$ cat src/rtl/violation_kill_arbiter_if.sv
// Violation/kill bus between the monitors and core side (master) and the kill arbiter (slave).
interface violation_kill_arbiter_if #(
    parameter int unsigned N_SRC = 4,
    parameter int unsigned CNT_W = 8
);
    logic [15:0]      pc;
    logic [N_SRC-1:0] viol_req;
    logic [N_SRC-1:0] viol_mask;
    logic             cause_clr;
    logic             sys_reset;
    logic [N_SRC-1:0] viol_ack;
    logic [N_SRC-1:0] cause;
    logic             cause_valid;
    logic [CNT_W-1:0] kill_count;

    modport master (
        output pc, viol_req, viol_mask, cause_clr,
        input  sys_reset, viol_ack, cause, cause_valid, kill_count
    );

    modport slave (
        input  pc, viol_req, viol_mask, cause_clr,
        output sys_reset, viol_ack, cause, cause_valid, kill_count
    );
endinterface

$ cat src/rtl/violation_kill_arbiter.sv
// Shared kill sequencer: picks one violating monitor, holds the core in reset
// for a minimum time, then until the core fetches the reset handler.
module violation_kill_arbiter #(
    parameter int unsigned N_SRC         = 4,
    parameter logic [15:0] RESET_HANDLER = 16'hFFFE,
    parameter int unsigned HOLD_CYCLES   = 8,
    parameter int unsigned CNT_W         = 8
) (
    input  logic                     clk,
    input  logic                     reset,
    violation_kill_arbiter_if.slave  bus
);
    localparam int unsigned HOLD_W = (HOLD_CYCLES > 1) ? $clog2(HOLD_CYCLES) : 1;

    typedef enum logic [1:0] {
        ARMED,
        HOLD,
        WAIT_HANDLER
    } state_t;

    state_t           state_q, state_d;
    logic [HOLD_W-1:0] hold_q, hold_d;
    logic [N_SRC-1:0] cause_q, cause_d;
    logic             valid_q, valid_d;
    logic [CNT_W-1:0] count_q, count_d;
    logic [N_SRC-1:0] ack_q, ack_d;
    logic             sys_reset_q, sys_reset_d;
    logic [N_SRC-1:0] eff;
    logic [N_SRC-1:0] win;

    // Next-state, bookkeeping and output decode
    always_comb begin
        eff         = bus.viol_req & bus.viol_mask;
        win         = eff & (~eff + N_SRC'(1));
        state_d     = state_q;
        hold_d      = hold_q;
        cause_d     = cause_q;
        valid_d     = valid_q;
        count_d     = count_q;
        ack_d       = '0;
        sys_reset_d = 1'b0;

        case (state_q)
            ARMED: begin
                if (|eff) begin
                    state_d = HOLD;
                    hold_d  = HOLD_W'(HOLD_CYCLES - 1);
                    cause_d = win;
                    valid_d = 1'b1;
                    ack_d   = win;
                    if (count_q != '1) begin
                        count_d = count_q + CNT_W'(1);
                    end
                end else if (bus.cause_clr) begin
                    cause_d = '0;
                    valid_d = 1'b0;
                end
            end
            HOLD: begin
                if (hold_q == '0) begin
                    state_d = WAIT_HANDLER;
                end else begin
                    hold_d = hold_q - HOLD_W'(1);
                end
            end
            WAIT_HANDLER: begin
                // A request still pending at the handler keeps the core killed
                if ((bus.pc == RESET_HANDLER) && (eff == '0)) begin
                    state_d = ARMED;
                end
            end
            default: state_d = ARMED;
        endcase

        sys_reset_d = (state_d != ARMED);
    end

    // State and registered outputs
    always_ff @(posedge clk) begin
        if (reset) begin
            state_q     <= ARMED;
            hold_q      <= '0;
            cause_q     <= '0;
            valid_q     <= 1'b0;
            count_q     <= '0;
            ack_q       <= '0;
            sys_reset_q <= 1'b0;
        end else begin
            state_q     <= state_d;
            hold_q      <= hold_d;
            cause_q     <= cause_d;
            valid_q     <= valid_d;
            count_q     <= count_d;
            ack_q       <= ack_d;
            sys_reset_q <= sys_reset_d;
        end
    end

    assign bus.sys_reset   = sys_reset_q;
    assign bus.viol_ack    = ack_q;
    assign bus.cause       = cause_q;
    assign bus.cause_valid = valid_q;
    assign bus.kill_count  = count_q;
endmodule

$ cat src/flat_wrapper.sv
// flat-port wrapper written by rule: the top's interface ports become plain ports
module violation_kill_arbiter_flat 
#(
    parameter int unsigned N_SRC         = 4,
    parameter logic [15:0] RESET_HANDLER = 16'hFFFE,
    parameter int unsigned HOLD_CYCLES   = 8,
    parameter int unsigned CNT_W         = 8
)
  (clk, reset, bus_pc, bus_viol_req, bus_viol_mask, bus_cause_clr, bus_sys_reset, bus_viol_ack, bus_cause, bus_cause_valid, bus_kill_count);
  violation_kill_arbiter_if #(.N_SRC(N_SRC), .CNT_W(CNT_W)) bus_i ();
  input  logic clk;
  input  logic reset;
  input wire logic [$bits(bus_i.pc)-1:0] bus_pc;
  input wire logic [$bits(bus_i.viol_req)-1:0] bus_viol_req;
  input wire logic [$bits(bus_i.viol_mask)-1:0] bus_viol_mask;
  input wire logic [$bits(bus_i.cause_clr)-1:0] bus_cause_clr;
  output wire logic [$bits(bus_i.sys_reset)-1:0] bus_sys_reset;
  output wire logic [$bits(bus_i.viol_ack)-1:0] bus_viol_ack;
  output wire logic [$bits(bus_i.cause)-1:0] bus_cause;
  output wire logic [$bits(bus_i.cause_valid)-1:0] bus_cause_valid;
  output wire logic [$bits(bus_i.kill_count)-1:0] bus_kill_count;
  assign bus_i.pc = bus_pc;
  assign bus_i.viol_req = bus_viol_req;
  assign bus_i.viol_mask = bus_viol_mask;
  assign bus_i.cause_clr = bus_cause_clr;
  assign bus_sys_reset = bus_i.sys_reset;
  assign bus_viol_ack = bus_i.viol_ack;
  assign bus_cause = bus_i.cause;
  assign bus_cause_valid = bus_i.cause_valid;
  assign bus_kill_count = bus_i.kill_count;
  violation_kill_arbiter #(.N_SRC(N_SRC), .RESET_HANDLER(RESET_HANDLER), .HOLD_CYCLES(HOLD_CYCLES), .CNT_W(CNT_W)) u_core (.clk(clk), .reset(reset), .bus(bus_i));
endmodule
$ cat config.mk
export PLATFORM = sky130hd
export DESIGN_NAME = violation_kill_arbiter_flat
export DESIGN_NICKNAME = d
export VERILOG_FILES = /design/src/rtl/violation_kill_arbiter_if.sv /design/src/rtl/violation_kill_arbiter.sv /design/src/flat_wrapper.sv
export SDC_FILE = /design/constraint.sdc
export NUM_CORES = 1
export LEC_CHECK = 0
export BUFFER_PORTS_ARGS = -buffer_cell sky130_fd_sc_hd__buf_2
export CAP_MARGIN = 0
export CORE_MARGIN = 5
export CORE_UTILIZATION = 46
export CTS_CLUSTER_DIAMETER = 150
export DETAILED_ROUTE_END_ITERATION = 7
export GPL_TIMING_DRIVEN = 1
export PLACE_DENSITY = 0.87
export SLEW_MARGIN = 0
export SYNTH_ARGS = -nofsm -noshare
export SYNTH_HDL_FRONTEND = slang
export SYNTH_SLANG_ARGS = --single-unit
export TNS_END_PERCENT = 10
$ cat constraint.sdc
create_clock -name clk -period 2.4 [get_ports clk]
set_clock_uncertainty 0.05 [all_clocks]
set_input_delay 0.48 -clock clk [delete_from_list [all_inputs] [get_ports clk]]
set_output_delay 0.48 -clock clk [all_outputs]
set_load 0.02 [all_outputs]
* After elaboration in Yosys (flattened, before gate mapping) *
Cells that the tools add are included.

storage, ports and cells
  flip-flop bits (word level) = 23
  output and inout bits = 18

operators by class
  $add $sub $neg = 3
  equality and inequality tests = 6
  mux-type cells = 11
  bitwise logic cells = 5
  reduce and logical (&&, ||, !) cells = 12

operators by type and width
  kind                  number
  $eq 16x16->1 const B  1
  $add 8x1->8 const B   1
  $and 4x4->4           2
  $mux 4                2
  $ne 8x8->1 const B    1
  $mux 2                3
  $mux 3                2
  $pmux 2 s3            1
  $pmux 3 s2            1
  $reduce_and 3->1      2
  $reduce_bool 2->1     3
  $add 4x1->4 const B   1
  $logic_not 4->1       1
  $not 4->4             1
  $reduce_or 4->1       1
  $logic_not 3->1       1
  $reduce_or 3->1       1
  $sub 3x1->3 const B   1
  $eq 2x1->1 const B    1
  $eq 2x2->1 const B    1
  $logic_not 2->1       1
  $mux 1                2
  $ne 2x1->1 const B    1
  $ne 2x2->1 const B    1
  other kinds (3)       4

* Depth between registers and ports, before layout *
Gate-level depths: netlist of run 1.

  word-level depth = 6
  depth in mapped cells = 6
  mapped depth without buffers = 6

* Worst setup path after synthesis of run 1 *
No wires, ideal clock.

  path kind = input to register
  start = in bus_viol_req[0]
  end = reg u_core.count_q[5] (netlist: u_core.bus.kill_count[5])
  setup time = 123 ps
  data arrival time = 1730 ps
  setup slack = 496 ps
  cell stages on the path = 4
  path buffers = 0
  path through = a222oi_1 -> a21o_4 -> nor4_1 -> mux2_1

on the way
  longest elaborated chain between the ends = 3

RTL lines
  element                            RTL line                      RTL
  start, declared                    flat_wrapper.sv:14            input wire logic [$bits(bus_i.viol_req)-1:0] bus_viol_req;
  $and 4x4->4                        violation_kill_arbiter.sv:33  eff = bus.viol_req & bus.viol_mask;
  $reduce_or 4->1                    violation_kill_arbiter.sv:45  if (|eff) begin
  $reduce_and 3->1 (no source line)  n/a
  end signal, assigned               violation_kill_arbiter.sv:93  count_q <= count_d;
  end, declared                      violation_kill_arbiter.sv:25  logic [CNT_W-1:0] count_q, count_d;

No other way between the ends.
A chain may end at the register's enable or synchronous reset.

* Worst setup path in the final report of run 1 *
  start = reg u_core.state_q[1]
  end = reg u_core.count_q[5] (netlist: u_core.bus.kill_count[5])

on the way
  longest elaborated chain between the ends = 2

RTL lines
  element                            RTL line                      RTL
  start, declared                    violation_kill_arbiter.sv:21  state_t state_q, state_d;
  start signal, assigned             violation_kill_arbiter.sv:89  state_q <= state_d;
  $logic_not 2->1                    violation_kill_arbiter.sv:43  case (state_q)
  $reduce_and 3->1 (no source line)  n/a

No other way between the ends.

==> reports/results.txt, run 1 <==
outcome: completed
Final nets: 193
Die Span Y: 57.7 um
Ys Warns: 0
Die Area: 3330 um^2
number of CTS-inserted buffers: 3
HPWL Detailed: 1.99 mm
fin. max-slew vios: 0
Max clock buf depth: 2
pin count of the biggest net entering global routing: 23
PD cells: 659 nW/um^2
hold_buf cts: 0
shortest period the worst path allows: 1830 ps
clock sink total: 23
Floorplan Core Area: 2190 um^2
Reg area: 460 um^2
Syn Nets: 147
Yosys cell types: 36
Post-Synth XOR/XNOR Area: 0
wirelength, routed: 2.52 mm
wire per inst: 13.3 um
GP Congestion: 0.722
Post-Synth Adder-Cell Area: 0.0359
crit share post-route: 0.764
Filler cells: 183
post-cts gate resize count: 0
post-layout util: 0.600
simple-gate area share of the yosys netlist: 0.245
#FFs+latches synth: 23
switching fraction of total power: 0.327
setup TNS: 0 ps
Crit Path Class: register to register
antenna fix cells: 0
Psw: 283 uW
unrepaired setup endpoints after global routing: no
delay of the slowest critical-path stage: 360 ps
largest family of logic cells by synthesized area: simple AND/OR/NAND/NOR gates
Max Cap Violations: 0
drt initial violations: 33
row count: 17
multiplexer share of the synthesized area: 0.0311
Pleak: 0.582 nW
# DRC: 0
Synth Cell Area: 1050 um^2
worst skew pair latency: 310 ps
global-route wire length before repair: 4.14 mm
grt ovf: 0
delay-heaviest family, CP: simple AND/OR/NAND/NOR gates
synthesized area per cell: 8.94 um^2
clk root buf: clkbuf_4
CP Buf/Inv Count: 0
Gate power share: 0.281
GRT Total Usage: 0.156
Setup crit start kind: register
share of the synthesized area in the top cell type: 0.440
part of the Yosys area used for sequential elements: 0.440
Max-slew headroom: 0.589
Hold Crit Class: input port to register
detailed-route via count: 1,075
buffers added on ports: 44
Vias/cell: 5.66
Critical-path top delay cell: dfxtp_1
fmax: 545 MHz
area leader, netlist: dfxtp_1
antenna violations before repair: 0
peak supply drop: 422 uV
Ports: 45
Post-DRT Antenna Nets: 0
layout cells sized above 1: 0.352
area grow syn2layout: 25.6%
H-tree depth: 1
internal power: 583 uW
clock network power share: 0.207
top cells by area, synth: dfxtp_1 (44%), a21oi_1 (4.3%), ha_1 (3.6%)
# Post-CTS Setup Buffers: 0
vias in the first global route: 997
CP Capture Type: register
die width: 57.7 um
multi-input logic area: 537 um^2
WP data required: 2570 ps
CTS clk-pin slew, worst paths: 120 ps
initial core utilization: 0.477
cell count after synthesis: 117
Compound-Gate Fraction of Synth Area: 0.201
Hold Fails Final Rpt: 0
CTS tree: built
Crit path arrival time: 2000 ps
Worst Tran Pin Value: 602 ps
DRT Pass-1 Iters: 4
part of the power in registers: 0.512
CP Max Fanout: 18
Setup-failing EPs final: 0
CP Cell Sequence: or2_0, a21o_4, nor4_1, mux2_1
==> cell usage in the layout, fill, tap and decap left out, types with 2 or more instances in the layout <==
cell type | synthesis | final
nor3_1 | 3 | 3
nand3_1 | 7 | 7
or4_1 | 2 | 2
inv_1 | 7 | 7
nor2_2 | 2 | 2
nor4_1 | 3 | 3
o21ai_0 | 2 | 2
nor2_1 | 8 | 8
nand2_1 | 8 | 8
nor2b_1 | 3 | 3
clkbuf_4 | 0 | 3
nand4_1 | 6 | 6
mux2_1 | 2 | 2
a31o_2 | 3 | 3
a221oi_1 | 2 | 2
ha_1 | 3 | 3
dfxtp_1 | 23 | 23
a21oi_1 | 9 | 9
o31ai_1 | 4 | 4
buf_2 | 0 | 44
==> cells in the mapped netlist <==
| master | count |
|---|---|
| nand4_1 | 6 |
| nor2_1 | 8 |
| or3_1 | 1 |
| nor4_1 | 3 |
| nand4b_1 | 1 |
| or2_0 | 1 |
| mux2i_1 | 1 |
| a2111oi_0 | 1 |
| a31o_2 | 3 |
| nand2_1 | 8 |
| nor3_1 | 3 |
| inv_1 | 7 |
| a31oi_1 | 1 |
| a211oi_1 | 1 |
| or4_1 | 2 |
| a22oi_1 | 1 |
| mux2_1 | 2 |
| o31ai_1 | 4 |
| nand3_1 | 7 |
| dfxtp_1 | 23 |
| a21o_4 | 1 |
| nor4b_1 | 1 |
| a222oi_1 | 1 |
| buf_6 | 1 |
| nor2b_1 | 3 |
| or3_2 | 1 |
| o21ai_0 | 2 |
| nor2_2 | 2 |
| nand2b_1 | 1 |
| clkbuf_1 | 3 |
| a21o_2 | 1 |
| a21oi_1 | 9 |
| a221oi_1 | 2 |
| ha_1 | 3 |
| o21a_1 | 1 |
| a311o_1 | 1 |
==> through the flow <==
stage / power [mW] / area [um^2] / worst slack (ps) / hold slack, ps / std cells
after floorplan: 0.626 / 1050 / 496 / 404 / 117
after global placement: 0.683 / 1290 / 502 / 396 / 186
after detailed placement: 0.696 / 1290 / 469 / 407 / 186
after CTS: 0.871 / 1310 / 578 / 354 / 190
after global routing: 0.923 / 1310 / 473 / 350 / 190
final: 0.866 / 1310 / 566 / 357 / 190
==> layer usage <==
metal	global-route usage	up-vias	wire length (um)	part of all wire
met5	0	-	0	0
met4	0.0828	0	43	0.017
met3	0.0401	5	118	0.047
met2	0.268	28	1340	0.53
met1	0.176	509	1020	0.40
li1	-	533	-	-
==> final timing paths <==
path	slack [ps]	cells past startpoint	from	to
max	570	4	u_core.state_q[1]$_SDFF_PP0_	u_core.bus.kill_count[5]$_SDFFE_PP0P_
min reg2reg	420	2	u_core.bus.cause[2]$_SDFFE_PP0P_	u_core.bus.cause[2]$_SDFFE_PP0P_
max reg2reg	570	4	u_core.state_q[1]$_SDFF_PP0_	u_core.bus.kill_count[5]$_SDFFE_PP0P_
min	360	3	bus_viol_mask[2]	u_core.bus.viol_ack[2]$_SDFF_PP0_
==> sequential cells by signal (all words and copies together) (netlist names) <==
| name | count |
|---|---|
| u_core.bus.cause | 4 |
| u_core.bus.cause_valid | 1 |
| u_core.bus.viol_ack | 4 |
| u_core.hold_q | 3 |
| u_core.bus.kill_count | 8 |
| u_core.state_q | 2 |
| u_core.bus.sys_reset | 1 |
==> worst reg2reg max path: stages (launching register included) <==
cell and delay (ps):
dfxtp_1 360, or2_0 340, a21o_4 300, nor4_1 340, mux2_1 350
==> power by group through the flow <==
| stage | clock [mW] | combinational [mW] | sequential (mW) |
|---|---|---|---|
| finish | 0.180 | 0.243 | 0.443 |
| floorplan | 0 | 0.152 | 0.474 |
| detailed placement | 0 | 0.245 | 0.451 |
| global placement | 0 | 0.234 | 0.449 |
| global route | 0.202 | 0.271 | 0.450 |
| CTS | 0.183 | 0.245 | 0.443 |
==> logic make-up after synthesis <==
kind of cell | after synthesis
and+or+nand+nor | 48
AOI/OAI and AO/OA | 29
DFF | 23
buffers and inverters | 11
muxes | 3
adders and majority gates | 3
==> area by class of cell <==
type	instances	share of cell area
repair buffers	45	0.173
flip-flops and latches	23	0.350
well taps	28	0.0267
inverters	7	0.0200
clock inverters	1	0.00381
clock buffers	3	0.0171
multi-input cells	83	0.409
Note: power is estimated with default switching activity, not from simulation.
==> run 2, diff against run 1 <==
CORE_UTILIZATION = 41   (was 46)
PLACE_DENSITY = 0.82   (was 0.87)
clock period = 1.5 ns   (was 2.4 ns; I/O delays follow)
==> run 2 against run 1 <==
Compared with the run above: first-iteration DRC count is 64% lower; critical path type unchanged; fmax rose by 17%; sequential share of layout area fell by 5.8 points; sequential power increased by 59%; non-clock buffer count is 22 higher; setup slack worse by 640 ps; the run now ends with setup timing left; die area up 10%; design area increased by 21%; via count is 11% higher.
==> reports/results.txt, run 2 (synthesis results as in run 1) <==
unrepaired setup endpoints after global routing: yes
Pleak: 0.704 nW (+21%)
antenna violations before repair: 0 (unchanged)
fin cells: 214 (+13%)
failing checks: setup timing
CP Cell Sequence: or2_1, a21o_4, or4_1, a21oi_1
crit share post-route: 1.05 (+0.284)
# DRC: 0 (unchanged)
Die Span Y: 60.5 um (+4.9%)
pin count of the biggest net entering global routing: 23 (unchanged)
buffers added on ports: 44 (unchanged)
layout cells sized above 1: 0.522 (+0.170)
clock sink total: 23 (unchanged)
most frequent cells in the layout: buf_2 (44), buf_4 (22), dfxtp_1 (19)
CP Buf/Inv Count: 0 (unchanged)
Worst Tran Pin Value: 491 ps (-111 ps)
Max clock buf depth: 2 (unchanged)
vias in the first global route: 1,267 (+27%)
shortest period the worst path allows: 1570 ps (-262 ps)
Hold Crit Class: input port to register
area grow syn2layout: 52.0%
CP Max Fanout: 6 (-12)
Filler cells: 213 (+16%)
Post-DRT Antenna Nets: 0 (unchanged)
Post-Place Cells: 207 (+11%)
most common cell after layout, fill and taps aside: buf_2
CTS clk-pin slew, worst paths: 120 ps (about the same)
Setup crit start kind: register
WP data required: 1700 ps (-870 ps)
drt initial violations: 12 (-64%)
Hold Fails Final Rpt: 0 (unchanged)
worst skew pair latency: 310 ps (about the same)
fmax: 636 MHz (+17%)
global-route wire length before repair: 5.02 mm (+21%)
Max Cap Violations: 0 (unchanged)
GP Congestion: 0.765 (+5.9%)
wire per inst: 14.1 um (+5.8%)
delay of the slowest critical-path stage: 510 ps (+150 ps)
antenna fix cells: 0 (unchanged)
DRT Pass-1 Iters: 4 (unchanged)
setup TNS: -150 ps (-150 ps)
CP Capture Type: register
detailed-route via count: 1,191 (+11%)
CTS tree: built
Setup-failing EPs final: 3 (+3)
Ports: 45 (unchanged)
Final nets: 215 (+11%)
HPWL Detailed: 2.26 mm (+13%)
total power: 1.54 mW (+78%)
max FFs per register: 8 (unchanged)
delay-heaviest family, CP: simple AND/OR/NAND/NOR gates
row count: 18 (+1)
die width: 60.5 um (+4.9%)
wirelength, routed: 3.01 mm (+19%)
initial core utilization: 0.426 (-0.0513)
Vias/cell: 5.57 (-1.6%)
clk root buf: clkbuf_4
grt ovf: 0 (unchanged)
peak supply drop: 833 uV (+97%)
fin. max-slew vios: 0 (unchanged)
number of CTS-inserted buffers: 3 (unchanged)
GRT Total Usage: 0.181 (+0.0251)
Max-slew headroom: 0.668 (+0.0795)
H-tree depth: 1 (unchanged)
Floorplan Core Area: 2450 um^2 (+12%)
PD cells: 970 nW/um^2 (+47%)
post-layout util: 0.648 (+0.0482)
Crit path arrival time: 1770 ps (-230 ps)
hold_buf cts: 0 (unchanged)
outcome: finished with violations
final worst slack: -71.9 ps (-638 ps)
Crit Path Class: register to register
Die Area: 3660 um^2 (+10%)
Critical-path top delay cell: or4_1
[run 2: metal layers]
metal  up-vias  GRT usage  part of all wire
met5         -          0                 0
met4         0      0.115             0.041
met3        12     0.0383             0.063
met2        47      0.329              0.50
met1       556      0.188              0.40
li1        576          -                 -
[run 2: worst register-to-register path, cell delays in order, from the launching register on]
cell and delay, ps:
dfxtp_2 340, or2_1 250, a21o_4 230, or4_1 510
a21oi_1 140
[run 2: what timing repair did]
| item | CTS | global route |
|---|---|---|
| setup endpoints to repair | 7 | 12 |
| pin swaps | 7 | 6 |
| setup buffers | 2 | 1 |
| gates resized for setup | 15 | 11 |
[run 2: final timing paths]
kind	slack [ps]	from	endpoint	cells after the start
setup / recovery	-70	u_core.state_q[1]$_SDFF_PP0_	u_core.bus.kill_count[3]$_SDFFE_PP0P_	4
hold / removal	210	bus_viol_mask[3]	u_core.bus.cause[3]$_SDFFE_PP0P_	3
setup reg to reg	-70	u_core.state_q[1]$_SDFF_PP0_	u_core.bus.kill_count[3]$_SDFFE_PP0P_	4
hold reg to reg	420	u_core.bus.cause[3]$_SDFFE_PP0P_	u_core.bus.cause[3]$_SDFFE_PP0P_	2
[run 2: power breakdown]
group	total (mW)	switching, mW	internal [mW]
Combinational	0.558	0.304	0.254
Sequential	0.704	0.0286	0.676
Clock	0.281	0.181	0.0996
[run 2: stage by stage]
stage | hold slack (ps) | setup slack [ps] | area, um^2
after global placement | 391 | -166 | 1430
after global routing | 217 | -117 | 1590
after floorplan | 341 | -206 | 1050
after detailed placement | 393 | -191 | 1430
after CTS | 195 | -64.8 | 1540
final | 211 | -71.9 | 1590
[run 2: area by class of cell]
class	count	area, um^2	area share
Clock buffer	3	22.5	0.0142
Clock inverter	1	5.00	0.00315
Inverter	7	26.3	0.0165
Multi-Input combinational cell	83	637	0.400
Sequential cell	23	465	0.293
Tap cell	30	37.5	0.0236
Timing Repair Buffer	67	397	0.249
